--- config.mk ---
export PLATFORM = sky130hd
export DESIGN_NAME = univ_shift_reg
export DESIGN_NICKNAME = d
export VERILOG_FILES = /design/src/rtl/usr_pkg.sv /design/src/rtl/usr_burst_ctrl.sv /design/src/rtl/univ_shift_reg.sv
export SDC_FILE = /design/constraint.sdc
export NUM_CORES = 1
export LEC_CHECK = 0
export ABC_AREA = 1
export ABC_CLOCK_PERIOD_IN_PS = 1800
export BUFFER_PORTS_ARGS = -buffer_cell sky130_fd_sc_hd__clkbuf_2
export CORE_UTILIZATION = 40
export DETAILED_ROUTE_END_ITERATION = 8
export PLACE_DENSITY_LB_ADDON = 0.08
export RECOVER_POWER = 50
export SYNTH_ARGS = -nofsm -noshare
export SYNTH_HDL_FRONTEND = slang
export SYNTH_SLANG_ARGS = --single-unit
--- constraint.sdc ---
create_clock -name clk -period 1.8 [get_ports clk]
set_input_delay 0.09 -clock clk [delete_from_list [all_inputs] [get_ports clk]]
set_output_delay 0.09 -clock clk [all_outputs]
set_load 0.005 [all_outputs]
--- src/rtl/usr_pkg.sv ---
// Shared encodings for the universal shift register.
// Mode select values and burst controller FSM states.
package usr_pkg;

    typedef enum logic [1:0] {
        MODE_HOLD = 2'b00,
        MODE_SHR  = 2'b01,
        MODE_SHL  = 2'b10,
        MODE_LOAD = 2'b11
    } mode_e;

    typedef enum logic [1:0] {
        IDLE  = 2'b00,
        SHIFT = 2'b01,
        DONE  = 2'b10
    } state_e;

    function automatic logic is_shift(input logic [1:0] m);
        return (m == MODE_SHR) || (m == MODE_SHL);
    endfunction

endpackage

--- src/rtl/usr_burst_ctrl.sv ---
// Burst sequencer: FSM, down-counter, latched mode, busy/done.
// UNIV_SHIFT_REG_ROTATE_EN adds a latched rotate flag.
module usr_burst_ctrl
    import usr_pkg::*;
#(
    parameter int CW = 4
) (
    input  logic          clk,
    input  logic          rst,
    input  logic          start,
    input  logic [1:0]    mode,
    input  logic [CW-1:0] count,
`ifdef UNIV_SHIFT_REG_ROTATE_EN
    input  logic          rot,
    output logic          lrot,
`endif
    output logic          idle,
    output logic          shift_go,
    output logic [1:0]    lmode,
    output logic          busy,
    output logic          done
);

    state_e        state, state_d;
    logic [CW-1:0] cnt, cnt_d;
    logic [1:0]    lmode_d;
`ifdef UNIV_SHIFT_REG_ROTATE_EN
    logic          lrot_d;
`endif

    always_ff @(posedge clk or negedge rst) begin
        if (!rst) begin
            state <= IDLE;
            cnt   <= '0;
            lmode <= MODE_HOLD;
`ifdef UNIV_SHIFT_REG_ROTATE_EN
            lrot  <= 1'b0;
`endif
        end else begin
            state <= state_d;
            cnt   <= cnt_d;
            lmode <= lmode_d;
`ifdef UNIV_SHIFT_REG_ROTATE_EN
            lrot  <= lrot_d;
`endif
        end
    end

    always_comb begin
        state_d = state;
        cnt_d   = cnt;
        lmode_d = lmode;
`ifdef UNIV_SHIFT_REG_ROTATE_EN
        lrot_d  = lrot;
`endif
        unique case (state)
            IDLE: begin
                if (start) begin
                    lmode_d = mode;
                    cnt_d   = count;
`ifdef UNIV_SHIFT_REG_ROTATE_EN
                    lrot_d  = rot;
`endif
                    // Non-shift modes or empty bursts complete immediately
                    if (is_shift(mode) && (count != '0))
                        state_d = SHIFT;
                    else
                        state_d = DONE;
                end
            end
            SHIFT: begin
                cnt_d = cnt - CW'(1);
                if (cnt == CW'(1))
                    state_d = DONE;
            end
            DONE: begin
                state_d = IDLE;
            end
            default: begin
                state_d = IDLE;
            end
        endcase
    end

    assign idle     = (state == IDLE);
    assign shift_go = (state == SHIFT);
    assign busy     = (state == SHIFT);
    assign done     = (state == DONE);

endmodule

--- src/rtl/univ_shift_reg.sv ---
// Universal shift register with single-step and burst shifting.
// Define UNIV_SHIFT_REG_ROTATE_EN to add the rot (wrap) input.
module univ_shift_reg
    import usr_pkg::*;
#(
    parameter int WIDTH = 8,
    parameter int CW    = $clog2(WIDTH + 1)
) (
    input  logic             clk,
    input  logic             rst,
    input  logic [1:0]       mode,
    input  logic             en,
    input  logic [WIDTH-1:0] d,
    input  logic             sin_r,
    input  logic             sin_l,
    input  logic             start,
    input  logic [CW-1:0]    count,
`ifdef UNIV_SHIFT_REG_ROTATE_EN
    input  logic             rot,
`endif
    output logic [WIDTH-1:0] q,
    output logic [WIDTH-1:0] qbar,
    output logic             sout_r,
    output logic             sout_l,
    output logic             busy,
    output logic             done
);

    logic             idle;
    logic             shift_go;
    logic [1:0]       lmode;
    logic [1:0]       op;
    logic             in_r, in_l;
    logic [WIDTH-1:0] q_d;
`ifdef UNIV_SHIFT_REG_ROTATE_EN
    logic             lrot;
    logic             rot_sel;
`endif

    usr_burst_ctrl #(
        .CW(CW)
    ) u_ctrl (
        .clk      (clk),
        .rst      (rst),
        .start    (start),
        .mode     (mode),
        .count    (count),
`ifdef UNIV_SHIFT_REG_ROTATE_EN
        .rot      (rot),
        .lrot     (lrot),
`endif
        .idle     (idle),
        .shift_go (shift_go),
        .lmode    (lmode),
        .busy     (busy),
        .done     (done)
    );

    // Burst uses latched controls; start in IDLE suppresses single-step
    always_comb begin
        op = MODE_HOLD;
`ifdef UNIV_SHIFT_REG_ROTATE_EN
        rot_sel = 1'b0;
`endif
        if (shift_go) begin
            op = lmode;
`ifdef UNIV_SHIFT_REG_ROTATE_EN
            rot_sel = lrot;
`endif
        end else if (idle && !start && en) begin
            op = mode;
`ifdef UNIV_SHIFT_REG_ROTATE_EN
            rot_sel = rot;
`endif
        end
    end

    always_comb begin
`ifdef UNIV_SHIFT_REG_ROTATE_EN
        in_r = rot_sel ? q[0] : sin_r;
        in_l = rot_sel ? q[WIDTH-1] : sin_l;
`else
        in_r = sin_r;
        in_l = sin_l;
`endif
    end

    always_comb begin
        q_d = q;
        unique case (op)
            MODE_SHR:  q_d = {in_r, q[WIDTH-1:1]};
            MODE_SHL:  q_d = {q[WIDTH-2:0], in_l};
            MODE_LOAD: q_d = d;
            default:   q_d = q;
        endcase
    end

    always_ff @(posedge clk or negedge rst) begin
        if (!rst)
            q <= '0;
        else
            q <= q_d;
    end

    assign qbar   = ~q;
    assign sout_r = q[0];
    assign sout_l = q[WIDTH-1];

endmodule

# ---- Word level (Yosys, flattened, before mapping)
# Index checks and enable logic that the tools add are counted.
dict set report word_totals {
  out_inout_bits 20
  romBits 0
  input_bits 20
  regBits 16
  mem_count 0
  latch_bits 0
  elab_cells 37
  ramBits 0
}
dict set report op_classes {
  bitwise 1
  n_reduce_logical 12
  n_eq_ne 10
  magnitude_cmp 0
  muxes 9
  multipliers 0
  n_addsub 1
  n_div 0
  n_shift 0
}
# cell n
set op_table {}
lappend op_table {{8-bit one-hot mux with 3 select lines} 1}
lappend op_table {{2-bit 2-to-1 mux} 5}
lappend op_table {{2-bit equality test, second input constant} 4}
lappend op_table {{8-bit inverter} 1}
lappend op_table {{4-bit one-hot mux with 2 select lines} 1}
lappend op_table {{2-bit by 1-bit equality test with 1-bit output, second input constant} 3}
lappend op_table {{2-bit AND reduction} 3}
lappend op_table {{4-bit by 1-bit equality test with 1-bit output, second input constant} 1}
lappend op_table {{4-bit 2-to-1 mux} 1}
lappend op_table {{2-bit one-hot mux with 2 select lines} 1}
lappend op_table {{4-bit nonzero test} 1}
lappend op_table {{4-bit by 1-bit subtractor with 4-bit output, second input constant} 1}
lappend op_table {{1-bit logical AND} 3}
lappend op_table {{3-bit nonzero test} 1}
lappend op_table {{2-bit logical NOT} 1}
lappend op_table {{2-bit by 1-bit != test with 1-bit output, second input constant} 1}
lappend op_table {{2-bit != test, second input constant} 1}
lappend op_table {{2-bit nonzero test} 1}
lappend op_table {{1-bit logical NOT} 1}
lappend op_table {{1-bit logical OR} 1}

# ---- Logic depth before layout (Yosys ltp)
dict set report depth {
  word_depth 7
  depth_mapped 10
  mapped_depth_nobuf 9
}

# ---- Modules after synthesis
# A second synthesis with hierarchy kept.
dict set report unflattened {
  hier_cells 156
  area_unflattened_um2 1094.8
}
# module area_per_inst_um2 cells_per_inst n_inst seq_area_each_um2
set modules_own_cells {}
lappend modules_own_cells {univ_shift_reg 620.6 92 1 200.2}
lappend modules_own_cells {usr_burst_ctrl 474.2 64 1 200.2}

# ---- Least setup slack after synthesis
# Ideal clock, no wire load.
dict set report synth_path {
  kind {reg2reg}
  from {register u_ctrl.state[1]}
  to {register q[1]}
  path_stages_with_launch 10
  n_path_buf 1
  period_less_slack_ns 1.311
  arrival_ns 1.194
  setup_ns 0.117
  path_slack_ns 0.489
  t_required_ns 1.683
  path_cell_list {dfrtp_1 nor2_2 nand3_1 nand2_2 buf_6 inv_6 nand3_1 nand3_1 nand2_1 nand2_1}
}
dict set report synth_between {
  elab_chain_cells 7
  word_cells_on_any_way 11
  classes_between {eq/ne: 4; mux: 3; reduce/logical: 4}
}
# element line_no
set synth_rtl {}
lappend synth_rtl {{start: declaration} usr_burst_ctrl.sv:24} ;# state_e state, state_d;
lappend synth_rtl {{start signal: assignment} usr_burst_ctrl.sv:40} ;# state <= state_d;
lappend synth_rtl {{2-bit logical NOT} usr_burst_ctrl.sv:85} ;# assign idle = (state == IDLE);
lappend synth_rtl {{1-bit logical AND (2 in series)} univ_shift_reg.sv:70} ;# end else if (idle && !start && en) begin
lappend synth_rtl {{2-bit 2-to-1 mux} univ_shift_reg.sv:70}
lappend synth_rtl {{2-bit 2-to-1 mux *} univ_shift_reg.sv:65} ;# if (shift_go) begin
lappend synth_rtl {{2-bit equality test / 2-bit by 1-bit equality test with 1-bit output (equally long branches)} univ_shift_reg.sv:90} ;# unique case (op)
lappend synth_rtl {{8-bit one-hot mux with 3 select lines / 3-bit nonzero test (equally long branches)} -}
lappend synth_rtl {{end signal: assignment} univ_shift_reg.sv:102} ;# q <= q_d;
lappend synth_rtl {{end: declaration} univ_shift_reg.sv:21} ;# output logic [WIDTH-1:0] q,
# Mark *: on every way between the ends. The rest lies on a longest branch, timed or not.
# A chain may end at the register's enable or synchronous reset.

# ---- Worst setup path after layout
dict set report layout_path {
  from {register u_ctrl.state[1]}
  to {register q[0]}
}
# The elaborated chain is that of the path after synthesis.

==> impl_metrics.csv <==
group,metric,value,unit
run_status,status,"finished clean",
min_path,min_path_cells,3,
placed_design,gp_congestion,0.8185,
global_route,grt_pass1_wl,3567,um
clocking,root_buffer,"clkbuf_4",
worst_setup_path,worstSetupPathType,"reg2reg",
worst_setup_path,crit_path_end_kind,"register",
worst_setup_path,startpoint_type,"register",
timing,finalSetupViolCount,0,
finish,area_growth_syn_to_layout,20.55,%
timing,finalMaxSlewViolations,0,
power_and_ir_drop,power_frac_clock,10.0,%
routing,vias_per_cell,4.730,
floorplan,die_y,53.32,um
clocking,h-tree-depth,1,
timing,period_needed,1500,ps
timing,finClkSkew,1.788,ps
floorplan,core,0.002477,mm^2
power_and_ir_drop,finalPower,1.978,mW
floorplan,initial_utilization,42.53,%
timing,timing.fmax,666.8,MHz
yosys,netlist.top_cell.by_area,"dfrtp_1",
yosys,ys_seq_elements,16,
yosys,synth_common_cells,"43 x nand2_1, 24 x nand3_1, 18 x inv_1, 16 x dfrtp_1",
worst_setup_path,cp.arrival,1720,ps
yosys,synth_warnings,0,
routing,antenna_left,0,
power_and_ir_drop,p_comb_share,55.5,%
routing,firstDrtPassIters,4,
global_route,grt_start_max_net_pins,19,
clocking,postCtsSetupBuffers,0,
floorplan,design.die.area,0.002843,mm^2
yosys,synth-edff-count,0,
power_and_ir_drop,irDropWorstVdd,928.1,uV
run,maxCapViolCount,0,
placed_design,portBuffers,39,
routing,post-route-drc-count,0,
floorplan,io_pins,40,
yosys,synth.lib_cells_used.distinct,25,
power_and_ir_drop,leakage,0.7069,nW
finish,n_antenna_cell,0,
routing,drt-initial-drc-count,14,
routing,num_vias,998,
finish,regArea,400.4,um^2
worst_setup_path,crit_fanout,11,
min_path,hold_path_class,"in2reg",
yosys,synthArstFlopShare,100.0,%
global_route,overflow,0,
clocking,clkLatencyLatePin,290,ps
power_and_ir_drop,power.density,1558,mW/mm^2
worst_setup_path,required,2020,ps
routing,routed_wl,2312,um
clocking,clock_path_buffers,2,
global_route,grt_pass1_vias,809,
yosys,synth.cell_area,0.001054,mm^2
timing,hold_viol,0,
clocking,tritoncts,"built",
finish,fin_util,51.26,%
finish,multiInputGateArea,523.0,um^2
floorplan,row_count,18,
yosys,yosys-top-cells-area,"dfrtp_1 38%, nand2_1 15%, nand3_1 11%",
timing,rsz0062_at_grt,"false",
timing,worst_pin_slew,884.5,ps
worst_setup_path,rr_worst_depth,7,
timing,fin_crit_sh,83.31,%
yosys,avgSynthCellArea,7.367,um^2
finish,fill_cells,261,
clocking,cts_made_buffers,3,
clocking,holdBufCountCts,1,
yosys,synthFlopType,"dfrtp_1",
yosys,yosysSeqAreaShare,38.00,%
floorplan,die_w,53.32,um
yosys,syn-num-nets,165,
timing,max-slew-margin-rel,41.03,%
finish,drive_above_1_share,28.18,%
power_and_ir_drop,internal_power,1.017,mW
global_route,grt_use_total,17.57,%
global_route,antenna_found_initial,0,
routing,routedWlPerCell,10.96,um
power_and_ir_drop,switching_power,960.9,uW
power_and_ir_drop,switching_share,48.58,%
clocking,clock-sinks,16,
yosys,synth.most_common_cell,"nand2_1",
finish,final_nets,205,
yosys,synth_cells,143,
clocking,cts_resized,0,
clocking,path_clk_slew,100,ps
placed_design,hpwl,1738,um
yosys,synth_top_area_share,38.00,%
power_and_ir_drop,p_seq_share,34.5,%
timing,setup_tns,0,ps
-- metal layers --
layer / wire, um / vias to the layer above / track usage (%)
li1: - / 525 / -
met3: 99 / 2 / 2.586
met2: 1000 / 26 / 24.17
met5: 0 / - / 0
met1: 1191 / 445 / 26.32
met4: 20 / 0 / 7.895
-- area by class of cell --
| type | count | share of cell area [%] |
|---|---|---|
| Multi-Input combinational cell | 100 | 41.18 |
| Sequential cell | 16 | 31.53 |
| Timing Repair Buffer | 40 | 15.67 |
| Inverter | 22 | 6.897 |
| Tap cell | 30 | 2.956 |
| Clock buffer | 3 | 1.773 |
-- path summary, 6_finish.rpt --
check,end,slack [ps],start
max in group asynchronous,q[6]$_DFFE_PN0P_,830,rst
min in group asynchronous,u_ctrl.state[1]$_DFFE_PN0P_,430,rst
hold reg to reg,u_ctrl.lmode[0]$_DFFE_PN0P_,520,u_ctrl.lmode[0]$_DFFE_PN0P_
setup / recovery,q[0]$_DFFE_PN0P_,300,u_ctrl.state[1]$_DFFE_PN0P_
setup reg to reg,q[0]$_DFFE_PN0P_,300,u_ctrl.state[1]$_DFFE_PN0P_
hold / removal,u_ctrl.lmode[0]$_DFFE_PN0P_,40,mode[0]
-- worst max-delay path: stages (launching register included) --
cell     delay, ps
dfrtp_1        470
nor2_2         190
nand3_1        120
nand2_2        260
nor2_4         100
inv_2          140
nor2_1          50
nor2_1         100
-- registers in the layout, summed over array words and instances (netlist names) --
signal	cells
q	8
u_ctrl.lmode	2
u_ctrl.state	2
u_ctrl.cnt	4
-- stage by stage --
step | instance area [um^2] | hold WS, ps | worst slack [ps] | cells
floorplan | 1054 | -205.6 | 489.4 | 143
finish | 1270 | 43.39 | 300.4 | 211
global route | 1270 | 60.86 | 142.2 | 211
detailed placement | 1244 | 47.39 | 314.1 | 207
CTS | 1276 | 39.52 | 296.9 | 211
global placement | 1244 | 42.80 | 349.0 | 207
-- cells in the final DEF (no fill, tap or decap), types with 2 or more instances in the layout --
| master | count |
|---|---|
| nand2_2 | 2 |
| ha_1 | 2 |
| a21oi_1 | 2 |
| clkbuf_1 | 5 |
| nand2_1 | 43 |
| nand3_2 | 2 |
| dfrtp_1 | 16 |
| inv_1 | 18 |
| clkbuf_2 | 34 |
| nand2_4 | 2 |
| nor2_1 | 6 |
| nand3_1 | 24 |
| clkbuf_4 | 3 |
| inv_2 | 3 |
| xor2_1 | 3 |
| o21ai_0 | 6 |
-- cells by family (layout without fill, tap and decap cells) --
kind of cell	after synthesis	in the layout	synth area share, %
XOR/XNOR	3	3	2.495
AND/OR/NAND/NOR	83	83	38.24
flip-flops	16	16	38.00
buffers and inverters	27	65	12.35
adder cells (fa/ha/maj)	2	2	2.375
AO/OA/AOI/OAI	12	12	6.533
-- power by group through the flow --
stage / registers, mW / clock network (mW) / logic [mW]
2_1_floorplan: 0.665 / 0 / 0.834
3_3_place_gp: 0.683 / 0 / 1.09
3_5_place_dp: 0.690 / 0 / 1.11
4_1_cts: 0.682 / 0.201 / 1.11
5_1_grt: 0.706 / 0.212 / 1.26
6_report: 0.683 / 0.197 / 1.10
Power figures use the tool's default switching activity.
